**config.mk**
```make
export PLATFORM = sky130hd
export DESIGN_NAME = stopwatch_counter_core
export DESIGN_NICKNAME = d
export VERILOG_FILES = /design/src/rtl/stopwatch_counter_core.sv
export SDC_FILE = /design/constraint.sdc
export NUM_CORES = 1
export LEC_CHECK = 0
export ABC_AREA = 1
export CORE_AREA = 8 8 83 78
export CTS_CLUSTER_SIZE = 8
export DETAILED_ROUTE_END_ITERATION = 8
export DIE_AREA = 0 0 91 86
export GPL_TIMING_DRIVEN = 0
export PLACE_DENSITY = 0.52
export RECOVER_POWER = 50
export REMOVE_ABC_BUFFERS = 1
export SLEW_MARGIN = 20
export SYNTH_ARGS = -nofsm -noshare
export SYNTH_HDL_FRONTEND = slang
export SYNTH_SLANG_ARGS = --single-unit
```
**constraint.sdc**
```tcl
create_clock -name clk -period 2.1 [get_ports clk]
set_clock_uncertainty 0.1 [all_clocks]
set_input_delay 0.525 -clock clk [delete_from_list [all_inputs] [get_ports clk]]
set_output_delay 0.525 -clock clk [all_outputs]
set_load 0.03 [all_outputs]
```
**src/rtl/stopwatch_counter_core.sv**
```systemverilog
// ----------------------------------------------------------------------------
// stopwatch_counter_core
//
// Purpose:
//   MM:SS stopwatch counting core with BCD outputs. In normal mode it counts
//   seconds on tick_1hz while running, and the pause button toggles run/stop.
//   In adjust mode the pause button increments the selected field. Holding the
//   button auto-repeats on tick_2hz once HOLD_TICKS pulses have elapsed.
//
// Optional feature:
//   STOPWATCH_LAP_EN - adds lap_db. A lap edge freezes the displayed digits
//   while counting continues. The next lap edge releases them.
//
// Ports:
//   clk        in   system clock, rising edge
//   rst_n      in   asynchronous active-low reset
//   tick_1hz   in   single-cycle count enable
//   tick_2hz   in   single-cycle auto-repeat pulse
//   pause_db   in   debounced pause button level (1 = pressed)
//   adj_db     in   debounced adjust switch (1 = adjust mode)
//   sel_db     in   debounced select switch (1 = seconds, 0 = minutes)
//   lap_db     in   debounced lap button (STOPWATCH_LAP_EN only)
//   mt,mo      out  minutes tens / ones (BCD, registered)
//   st,so      out  seconds tens / ones (BCD, registered)
//   running    out  run/stop flag (held through adjust mode)
//   adj_field  out  00 none, 01 minutes, 10 seconds
// ----------------------------------------------------------------------------
module stopwatch_counter_core #(
  parameter int HOLD_TICKS = 2
) (
  input  logic       clk,
  input  logic       rst_n,
  input  logic       tick_1hz,
  input  logic       tick_2hz,
  input  logic       pause_db,
  input  logic       adj_db,
  input  logic       sel_db,
`ifdef STOPWATCH_LAP_EN
  input  logic       lap_db,
`endif
  output logic [3:0] mt,
  output logic [3:0] mo,
  output logic [3:0] st,
  output logic [3:0] so,
  output logic       running,
  output logic [1:0] adj_field
);

  localparam int HW = (HOLD_TICKS < 2) ? 1 : $clog2(HOLD_TICKS + 1);
  localparam logic [HW-1:0] HOLD_LIM = HW'(HOLD_TICKS);

  typedef enum logic [2:0] {
    NRM_STOP = 3'd0,
    NRM_RUN  = 3'd1,
    ADJ_IDLE = 3'd2,
    ADJ_WAIT = 3'd3,
    ADJ_RPT  = 3'd4
  } state_e;

  // Increment a two-digit BCD field in the range 00..59, wrapping 59 -> 00.
  function automatic logic [7:0] bcd59_inc(input logic [7:0] f);
    logic [7:0] r;
    if (f[3:0] >= 4'd9) begin
      r[3:0] = 4'd0;
      if (f[7:4] >= 4'd5) begin
        r[7:4] = 4'd0;
      end else begin
        r[7:4] = f[7:4] + 4'd1;
      end
    end else begin
      r[3:0] = f[3:0] + 4'd1;
      r[7:4] = f[7:4];
    end
    return r;
  endfunction

  state_e         state_q, state_d;
  logic           run_q, run_d;
  logic           pause_q;
  logic           hist_vld_q;   // edge history holds a real sample
  logic           sel_q;
  logic [HW-1:0]  hold_q, hold_d;
  logic [HW-1:0]  hold_inc_s;
  logic [7:0]     min_q, min_d;
  logic [7:0]     sec_q, sec_d;
  logic [1:0]     adj_field_q, adj_field_d;
  logic           press_s;
  logic           sel_chg_s;
  logic           adj_inc_s;

  // The history is only trusted after one post-reset sample. A button held
  // through reset therefore needs a release and a re-press to raise an event.
  assign press_s    = hist_vld_q & pause_db & ~pause_q;
  assign sel_chg_s  = sel_db ^ sel_q;
  assign hold_inc_s = hold_q + HW'(1);

  // Next-state, counting and adjust logic.
  always_comb begin
    state_d     = state_q;
    run_d       = run_q;
    hold_d      = hold_q;
    min_d       = min_q;
    sec_d       = sec_q;
    adj_inc_s   = 1'b0;
    adj_field_d = 2'b00;
    if (!adj_db) begin
      hold_d = '0;
      // The tick uses the pre-toggle run value, so a coincident press still counts.
      if (run_q && tick_1hz) begin
        sec_d = bcd59_inc(sec_q);
        if (sec_q == 8'h59) begin
          min_d = bcd59_inc(min_q);
        end else begin
          min_d = min_q;
        end
      end else begin
        sec_d = sec_q;
      end
      if (press_s) begin
        run_d = ~run_q;
      end else begin
        run_d = run_q;
      end
      state_d = run_d ? NRM_RUN : NRM_STOP;
    end else begin
      adj_field_d = sel_db ? 2'b10 : 2'b01;
      case (state_q)
        ADJ_WAIT: begin
          if (!pause_db) begin
            state_d = ADJ_IDLE;
            hold_d  = '0;
          end else if (sel_chg_s) begin
            hold_d  = '0;
          end else if (tick_2hz) begin
            hold_d = hold_inc_s;
            if (hold_inc_s >= HOLD_LIM) begin
              state_d = ADJ_RPT;
            end else begin
              state_d = ADJ_WAIT;
            end
          end else begin
            hold_d = hold_q;
          end
        end
        ADJ_RPT: begin
          if (!pause_db) begin
            state_d = ADJ_IDLE;
            hold_d  = '0;
          end else if (sel_chg_s) begin
            // Field switch restarts the hold delay before repeating again.
            state_d = ADJ_WAIT;
            hold_d  = '0;
          end else if (tick_2hz) begin
            adj_inc_s = 1'b1;
          end else begin
            adj_inc_s = 1'b0;
          end
        end
        default: begin
          // ADJ_IDLE, and the entry cycle from NRM_STOP / NRM_RUN.
          hold_d = '0;
          if (press_s) begin
            adj_inc_s = 1'b1;
            state_d   = ADJ_WAIT;
          end else begin
            state_d   = ADJ_IDLE;
          end
        end
      endcase
      // Adjust increments wrap within the field only, never carrying.
      if (adj_inc_s) begin
        if (sel_db) begin
          sec_d = bcd59_inc(sec_q);
        end else begin
          min_d = bcd59_inc(min_q);
        end
      end else begin
        sec_d = sec_q;
      end
    end
  end

  // State, counters and edge-history registers.
  always_ff @(posedge clk or negedge rst_n) begin
    if (!rst_n) begin
      state_q     <= NRM_STOP;
      run_q       <= 1'b0;
      pause_q     <= 1'b0;
      hist_vld_q  <= 1'b0;
      sel_q       <= 1'b0;
      hold_q      <= '0;
      min_q       <= 8'h00;
      sec_q       <= 8'h00;
      adj_field_q <= 2'b00;
    end else begin
      state_q     <= state_d;
      run_q       <= run_d;
      pause_q     <= pause_db;
      hist_vld_q  <= 1'b1;
      sel_q       <= sel_db;
      hold_q      <= hold_d;
      min_q       <= min_d;
      sec_q       <= sec_d;
      adj_field_q <= adj_field_d;
    end
  end

  assign running   = run_q;
  assign adj_field = adj_field_q;

`ifdef STOPWATCH_LAP_EN
  logic        lap_q;
  logic        freeze_q, freeze_d;
  logic [15:0] disp_q;
  logic        lap_evt_s;

  assign lap_evt_s = hist_vld_q & lap_db & ~lap_q;

  // Lap freeze toggles on lap edges in normal mode; adjust mode is always live.
  always_comb begin
    freeze_d = freeze_q;
    if (adj_db) begin
      freeze_d = 1'b0;
    end else if (lap_evt_s) begin
      freeze_d = ~freeze_q;
    end else begin
      freeze_d = freeze_q;
    end
  end

  // Displayed digits track the live count unless frozen by a lap.
  always_ff @(posedge clk or negedge rst_n) begin
    if (!rst_n) begin
      lap_q    <= 1'b0;
      freeze_q <= 1'b0;
      disp_q   <= 16'h0000;
    end else begin
      lap_q    <= lap_db;
      freeze_q <= freeze_d;
      if (!freeze_d) begin
        disp_q <= {min_d, sec_d};
      end else begin
        disp_q <= disp_q;
      end
    end
  end

  assign mt = disp_q[15:12];
  assign mo = disp_q[11:8];
  assign st = disp_q[7:4];
  assign so = disp_q[3:0];
`else
  assign mt = min_q[7:4];
  assign mo = min_q[3:0];
  assign st = sec_q[7:4];
  assign so = sec_q[3:0];
`endif

endmodule

```
======== Yosys cells after proc, flatten, opt, wreduce, memory -nomap -nowiden ========
Cells that the tools add are included.
storage, ports and cells
  bits in latches ......................... 0
  logic and storage cells ................. 81
  bits in read-only memories .............. 0
  input port bits ......................... 7
  memories kept ........................... 0
  output and inout bits ................... 19
  memory bits (writable) .................. 0
  register bits ........................... 27
operators by class
  mux-type cells .......................... 40
  reductions and logical operators ........ 7
  magnitude comparators ................... 5
  shifts and indexed selects .............. 0
  eq/ne operators ......................... 10
  divide/modulo/power cells ............... 0
  multipliers ............................. 0
  $add $sub $neg .......................... 5
  bitwise operators ....................... 5
operators with widths
  operator               number
  $mux W8                11
  $mux W3                7
  $add A4 B1 Y4 const B  4
  $mux W2                8
  $ne A4 B4 Y1 const B   3
  $mux W1                9
  $eq A8 B7 Y1 const B   1
  $ge A4 B3 Y1 const B   2
  $ge A4 B4 Y1 const B   2
  $mux W4                2
  $pmux W3 S2            1
  $reduce_and A3 Y1      2
  $ne A5 B5 Y1 const B   1
  $ne A2 B1 Y1 const B   2
  $pmux W2 S2            1
  $reduce_and A4 Y1      1
  $reduce_bool A2 Y1     2
  $eq A3 B2 Y1 const B   1
  $eq A3 B3 Y1 const B   1
  $add A2 B1 Y2 const B  1
  $and A1 B1 Y1          2
  $ge A2 B2 Y1 const B   1
  $ne A2 B2 Y1 const B   1
  $not A1 Y1             2
  4 further kinds        4

======== Depth between registers and ports, before layout ========
Gate-level depths: netlist of the first run.
  depth in word-level cells ............... 8
  depth in mapped cells ................... 10
  depth with buffers taken out ............ 9

======== Least setup slack after synthesis of the first run ========
Ideal clock, no wire load.
  kind .................................... flip-flop to flip-flop
  start ................................... register sec_q[4]
  end ..................................... register min_q[0]
  setup slack ............................. 422 ps
  library setup time ...................... 119 ps
  data arrival time ....................... 1458 ps
  path buffers ............................ 0
  data required time ...................... 1881 ps
  cell stages (with the launch flop) ...... 9
  clock period less this slack ............ 1678 ps
  cell sequence ........................... dfrtp_1 ha_1 nand2_1 nor3_2 nand2_1 nand2_4 nand2_4 nand2_1 o21ai_2
between the ends
  word-level cells in the longest chain between the ends .. 3
RTL lines
  element                       RTL line  RTL
  from (decl)                   85        logic [7:0] sec_q, sec_d;
  from (signal assigned)        193       sec_q <= 8'h00;
  from (signal assigned)        203       sec_q <= sec_d;
  $eq A8 B7 Y1                  111       if (sec_q == 8'h59) begin
  $reduce_bool A2 Y1 (no line)  -
  $reduce_and A4 Y1 (no line)   -
  to (signal assigned)          202       min_q <= min_d;
  to (decl)                     84        logic [7:0] min_q, min_d;
Every way passes these cells.
A chain may end at the register's enable or synchronous reset.

======== Final worst setup path of the first run ========
  start ................................... register min_q[6]
  end ..................................... output mt[2]
RTL lines
  element    RTL line  RTL
  to (decl)  41        output logic [3:0] mt,
No word-level cell between the ends.

==> run metrics, run 1 <==
outcome=finished, violations left; violations in the final reports=max-capacitance violations, max-slew violations; setup slack of the worst register-to-register path=460 ps; RSZ-0062 raised after global routing=false; count of filler cells inserted in the layout=542; antenna violations before repair=0; violation count after the first detailed-routing iteration=51; total via count in the routed design=1374; met3 track utilization from global routing=0.0131; largest driver fanout on the critical path=5; worst hold path cell count=2; Die Y=86 um; Overall Power=2.09 mW; first-pass GRT wire length=6090 um; Layout area overhead=20.0%; post-synthesis cell type with the largest combined area=sky130_fd_sc_hd__dfrtp_1; Detail Route Antenna Nets=0; register area share after synthesis=0.393; vias in the first global route=1314; cell-internal power=1.14 mW; synthesized cell area=1720 um^2; clock share of power=0.143; capturing point of the worst reg2reg path=min_q[3]; Arrival @ worst endpoint=1410 ps; Placed Cells=308; count of standard-cell rows=25; Synth Area in Adders=0.0873; Hold Path End=min_q[7]; residual DRC count=0; count of distinct cell types in the synthesized netlist=27; maximum number of pins on one net before global-route repair=28; Finish-stage setup viols=0; Overflow after GRT=0; Final Hold Fails=0; non-filler instance count after layout=312; Synth top area share=0.393; final critical path time including I/O delays and setup=2030 ps; DP HPWL=2650 um; number of cell instances on the worst register-to-register path=8; cts hold-fix bufs=0; clock root buffer=sky130_fd_sc_hd__clkbuf_8; Synth Register Bits=27; global-route total usage across every layer=0.0921; I/O Buffers=25; Clock transition at path regs=90 ps; routed length per placed instance=11.3 um; area of the core=5070 um^2; total number of clock tree sinks=27; share of layout cells above drive strength 1=0.110; number of synthesis warnings=0; post-layout net count=265; actual slew at the worst max-slew pin=1520 ps; Area contributors post-synth=sky130_fd_sc_hd__dfrtp_1 (39%), sky130_fd_sc_hd__nand2_1 (13%), sky130_fd_sc_hd__ha_1 (8.7%); post-synthesis compound-gate area fraction=0.0756; CTS Buf Count=3; Static Leak=1.04 nW; largest vdd supply drop=0.000382 V; routability-driven placement congestion ratio=0.818; worst slew margin relative to its limit=-0.0104; RR Startpoint=sec_q[4]; number of top-level design ports=26; highest-utilization routing layer at the global route stage=met2; area share of xor/xnor cells in the synthesized design=0.0255; dominant combinational cell family by area after synthesis=simple AND/OR/NAND/NOR gates; largest stage delay on the critical path=700 ps; class of the most critical hold timing path=reg2reg; CTS tree=built; flip-flop cell with the highest count after synthesis=sky130_fd_sc_hd__dfrtp_1; final count of pins violating max slew=28; fin crit share=0.967; Net Sw Frac=0.454; initial core utilization=0.340; Clock Path Buffers=2; Critical Path, Cell by Cell=clkdlybuf4s50_1; ant diodes=0; GR Util met1=0.124; clock latency of the later-clocked register in the worst-skew pair=270 ps; required time reported for the critical path endpoint=1470 ps; share of cell area taken by muxes after synthesis=0; Synth async-reset ratio=1.00; die area=7830 um^2; maximum capacitance violations=1; power per cell area=1010 nW/um^2; post-DR vias/cell=4.40; leading cell types by count after synthesis=sky130_fd_sc_hd__nand2_1 (59), sky130_fd_sc_hd__inv_1 (31), sky130_fd_sc_hd__dfrtp_1 (27); combinational share of power=0.464; kind of end point of the critical path=output port; detailed-routing iteration count for the pre-antenna-repair pass=4; type of the setup path with the least slack=reg2out; launch instance of the worst min-delay path=min_q[7]; Syn Area/Cell=7.89 um^2; top-count cell post-synth=sky130_fd_sc_hd__nand2_1; crit start category=flip-flop; library cell contributing the largest single delay on the critical path=sky130_fd_sc_hd__clkdlybuf4s50_1; number of H-tree levels=1; Top Family by Delay on Critical Path=buffers and inverters; number of enable-type register cells in the synthesized netlist=0; horizontal extent of the die=91 um; met2 usage in global routing=0.148; # Post-CTS Setup Buffers=0; switching pwr=0.948 mW; drt total wl=3530 um; portion of total power attributed to sequential cells=0.393; synthesized-area fraction occupied by and/or/nand/nor cells=0.326; Buf/Inv on CP=1; f_max=0.492 GHz; number of standard cells after synthesis=218
==> area by class of cell <==
cell class                 count  area, um^2  share of cell area
clock buffer                   4        45.0              0.0218
inverter                      35         134              0.0648
multi-input combinational    154         893               0.433
sequential                    27         676               0.327
tap                           67        83.8              0.0406
timing repair buffer          25         233               0.113
==> layer usage <==
metal  wire length [um]  part of all wire
met1               1810              0.51
met3                 79             0.022
met4                 42             0.012
met5                  0                 0
met2               1600              0.45
==> cells in the final DEF, fill, tap and decap left out, types with 3 or more instances in the layout <==
| cell | n |
|---|---|
| sky130_fd_sc_hd__dlymetal6s2s_1 | 3 |
| sky130_fd_sc_hd__inv_2 | 3 |
| sky130_fd_sc_hd__ha_1 | 12 |
| sky130_fd_sc_hd__dlygate4sd2_1 | 5 |
| sky130_fd_sc_hd__clkbuf_1 | 4 |
| sky130_fd_sc_hd__dfrtp_1 | 27 |
| sky130_fd_sc_hd__nand4_1 | 10 |
| sky130_fd_sc_hd__nor2_2 | 3 |
| sky130_fd_sc_hd__nor2_1 | 21 |
| sky130_fd_sc_hd__nand3_1 | 11 |
| sky130_fd_sc_hd__o21ai_0 | 10 |
| sky130_fd_sc_hd__clkdlybuf4s50_1 | 14 |
| sky130_fd_sc_hd__clkbuf_8 | 3 |
| sky130_fd_sc_hd__xnor2_1 | 4 |
| sky130_fd_sc_hd__nand3_4 | 3 |
| sky130_fd_sc_hd__inv_1 | 31 |
| sky130_fd_sc_hd__nand2_1 | 60 |
| sky130_fd_sc_hd__o21ai_2 | 5 |
==> worst max path at each step <==
stage / startpoint / to / cells past startpoint / slack (ps)
final: min_q[6] / mt[2] / 1 / 70
after global routing: sec_q[1] / so[1] / 1 / 4
after detailed placement: pause_db / sec_q[3] / 8 / -180
after CTS: min_q[0] / mo[0] / 1 / 20
after global placement: adj_db / min_q[0] / 8 / -170
after floorplan: sec_q[4] / min_q[0] / 8 / 410
==> kinds of logic (layout without fill, tap and decap cells) <==
family | after synthesis | count (layout)
buffers and inverters | 37 | 64
other | 1 | 1
AOI/OAI and AO/OA | 19 | 19
xor gates and xnor gates | 5 | 5
and+or+nand+nor | 117 | 117
DFF | 27 | 27
adders and majority gates | 12 | 12
==> flip-flops by register name, indices dropped and copies added, names as in the netlist <==
name	count
state_q	3
hold_q	2
hist_vld_q	1
sec_q	8
running	1
min_q	8
adj_field	2
pause_q	1
sel_q	1
==> worst register-to-register path, stage by stage (launching register included) <==
cell	delay, ps
sky130_fd_sc_hd__dfrtp_1	510
sky130_fd_sc_hd__ha_1	190
sky130_fd_sc_hd__nand2_1	80
sky130_fd_sc_hd__nor3_2	180
sky130_fd_sc_hd__nand2_1	100
sky130_fd_sc_hd__nand2_4	120
sky130_fd_sc_hd__nand2_4	110
sky130_fd_sc_hd__nand2_1	90
sky130_fd_sc_hd__o21ai_2	50
==> what timing repair did <==
action,CTS,global route
setup endpoints to repair,5,8
resized for setup,5,6
cloned,0,0
hold endpoints to repair,0,0
==> power groups by stage <==
stage / logic (mW) / registers (mW) / clock network [mW]
global placement: 1.02 / 0.833 / 0
detailed placement: 1.03 / 0.835 / 0
CTS: 1.01 / 0.825 / 0.314
finish: 0.969 / 0.820 / 0.299
global route: 1.10 / 0.848 / 0.332
floorplan: 0.485 / 1.01 / 0
==> per-stage QoR <==
stage,utilization,setup slack [ps],TNS (ps),hold slack [ps],cell area (um^2)
after floorplan,-,410,0,129,1700
after global placement,0.401,-166,-3790,391,2030
after detailed placement,0.400,-180,-2190,392,2030
after CTS,0.408,19.2,0,186,2070
after global routing,0.407,4.47,0,452,2060
final,0.407,69.4,0,404,2060
Note: power is estimated with default switching activity, not from simulation.
==> run 2, diff against run 1 <==
--- a/config.mk
+++ b/config.mk
@@ -10,7 +10,6 @@
 export CTS_CLUSTER_SIZE = 8
 export DETAILED_ROUTE_END_ITERATION = 8
 export DIE_AREA = 0 0 91 86
-export GPL_TIMING_DRIVEN = 0
 export PLACE_DENSITY = 0.52
 export RECOVER_POWER = 50
 export REMOVE_ABC_BUFFERS = 1
==> run 2 against run 1 <==
The run now ends clean; setup slack lost 18 ps; clock-buffer cell count down 1; final area up 5.2%; wire length rose by 0.91%; sequential cell count did not move; critical path type unchanged.
==> run metrics, run 2 (synthesized netlist as in run 1, its figures left out) <==
launch instance of the worst min-delay path=min_q[7] (unchanged); total via count in the routed design=1437 (was 1374); f_max=0.488 GHz (was 0.492 GHz); Overflow after GRT=0 (unchanged); first-pass GRT wire length=6440 um (was 6090 um); routed length per placed instance=11.0 um (was 11.3 um); vias in the first global route=1409 (was 1314); utilization after layout=0.428 (was 0.407); largest registers=min_q x8, sec_q x8, state_q x3 (unchanged); library cell contributing the largest single delay on the critical path=sky130_fd_sc_hd__clkdlybuf4s50_1 (unchanged); antenna violations before repair=0 (unchanged); final count of pins violating max slew=0 (was 28); initial core utilization=0.340 (unchanged); drt total wl=3560 um (was 3530 um); class of the most critical hold timing path=reg2reg (unchanged); dpl ws=8.97 ps (was -180 ps); power per cell area=1010 nW/um^2 (about the same); total negative slack=0 ps (unchanged); Arrival @ worst endpoint=1420 ps (was 1410 ps); crit start category=flip-flop (unchanged); met3 routed wirelength=113 um (was 79 um); largest vdd supply drop=0.000452 V (was 0.000382 V); post-layout net count=276 (was 265); CTS tree=built (unchanged); Final Hold Fails=0 (unchanged); most common cell after layout, fill and taps aside=sky130_fd_sc_hd__nand2_1 (unchanged); Finish-stage setup viols=0 (unchanged); # Post-CTS Setup Buffers=0 (unchanged); DP HPWL=2770 um (was 2650 um); maximum capacitance violations=0 (was 1); RR Startpoint=sec_q[5] (was sec_q[4]); Buf/Inv on CP=1 (unchanged); Clock transition at path regs=100 ps (was 90 ps); RSZ-0062 raised after global routing=false (unchanged); worst hold path cell count=2 (unchanged); capturing point of the worst reg2reg path=min_q[1] (was min_q[3]); residual DRC count=0 (unchanged); Placed Cells=319 (was 308); Top Family by Delay on Critical Path=buffers and inverters (unchanged); Critical Path, Cell by Cell=clkdlybuf4s50_1 (unchanged); fin crit share=0.975 (was 0.967); worst-case setup margin in the final layout=51.7 ps (was 69.4 ps); type of the setup path with the least slack=reg2out (unchanged); Die Y=86 um (unchanged); routability-driven placement congestion ratio=0.798 (was 0.818); horizontal extent of the die=91 um (unchanged); share of layout cells above drive strength 1=0.152 (was 0.110); detailed-routing iteration count for the pre-antenna-repair pass=4 (unchanged); clock latency of the later-clocked register in the worst-skew pair=280 ps (was 270 ps); largest driver fanout on the critical path=5 (unchanged); worst slew margin relative to its limit=0.537 (was -0.0104); most used cells in the layout excluding fill and tap cells=sky130_fd_sc_hd__nand2_1 (59), sky130_fd_sc_hd__inv_1 (31), sky130_fd_sc_hd__dfrtp_1 (27) (was sky130_fd_sc_hd__nand2_1 (60), sky130_fd_sc_hd__inv_1 (31), sky130_fd_sc_hd__dfrtp_1 (27)); Overall Power=2.19 mW (was 2.09 mW); number of cell instances on the worst register-to-register path=9 (was 8); ant diodes=0 (unchanged); Met2 Wirelength=1650 um (was 1600 um); total number of clock tree sinks=27 (unchanged); CTS Buf Count=3 (unchanged); Detail Route Antenna Nets=0 (unchanged); Static Leak=1.12 nW (was 1.04 nW); area of the core=5070 um^2 (unchanged); routed metal-1 wire length=1760 um (was 1810 um); outcome=finished clean (was finished, violations left); violation count after the first detailed-routing iteration=62 (was 51); kind of end point of the critical path=output port (unchanged); non-filler instance count after layout=323 (was 312); top layer reached by signal wires=met4 (unchanged); Hold Path End=min_q[7] (unchanged); post-DR vias/cell=4.45 (was 4.40); largest stage delay on the critical path=700 ps (about the same); final critical path time including I/O delays and setup=2050 ps (was 2030 ps); Clock Path Buffers=2 (unchanged); number of H-tree levels=1 (unchanged); setup slack of the worst register-to-register path=430 ps (was 460 ps); count of standard-cell rows=25 (unchanged); Layout area overhead=26.2% (was 20.0%); I/O Buffers=25 (unchanged); number of top-level design ports=26 (unchanged); clock root buffer=sky130_fd_sc_hd__clkbuf_8 (unchanged); actual slew at the worst max-slew pin=695 ps (was 1520 ps); die area=7830 um^2 (unchanged); required time reported for the critical path endpoint=1470 ps (about the same); global-route total usage across every layer=0.0974 (was 0.0921); maximum number of pins on one net before global-route repair=28 (unchanged)
[run 2: changes by cell type in the layout (fill, tap and decap cells not counted), sizes merged]
cell / before / now
clkbuf: 7 / 6
buf: 0 / 9
clkinv: 0 / 1
dlygate4sd2: 5 / 1
dlygate4sd3: 0 / 4
dlymetal6s2s: 3 / 4
clkdlybuf4s50: 14 / 15
[run 2: final cells by class]
| type | instances | area, um^2 |
|---|---|---|
| Timing Repair Buffer | 36 | 345 |
| Tap cell | 67 | 83.8 |
| Sequential cell | 27 | 676 |
| Fill cell | 512 | 2900 |
| Inverter | 35 | 134 |
| Clock inverter | 1 | 5.00 |
| Clock buffer | 3 | 41.3 |
| Multi-Input combinational cell | 154 | 886 |
[run 2: through the flow]
stage               area [um^2]  hold slack, ps
floorplan                  1700             129
global placement           2130             387
detailed placement         2130             403
CTS                        2170             427
global route               2170             465
finish                     2170             414
[run 2: where the power goes]
part	total, mW	internal (mW)	switching, mW
Combinational	1.11	0.449	0.659
Clock	0.304	0.133	0.170
Sequential	0.775	0.635	0.140
Total	2.19	1.22	0.969
[run 2: timing repair]
item	CTS	global route
gates resized for setup	1	5
endpoints found under the setup margin	1	5
pin swaps	0	0
hold buffers	0	0
[run 2: how the worst max path moves through the flow]
stage | startpoint | end | depth (start not counted)
2_1_floorplan | sec_q[4] | min_q[0] | 8
3_3_place_gp | sel_db | min_q[0] | 11
3_5_place_dp | sel_db | min_q[2] | 11
4_1_cts | sec_q[0] | so[0] | 1
5_1_grt | min_q[6] | mt[2] | 1
6_report | min_q[6] | mt[2] | 1
[run 2: per-layer routing]
metal / GRT usage / vias up
met2: 0.161 / 20
met4: 0.0267 / 0
li1: - / 761
met5: 0 / -
met1: 0.123 / 654
met3: 0.0227 / 2
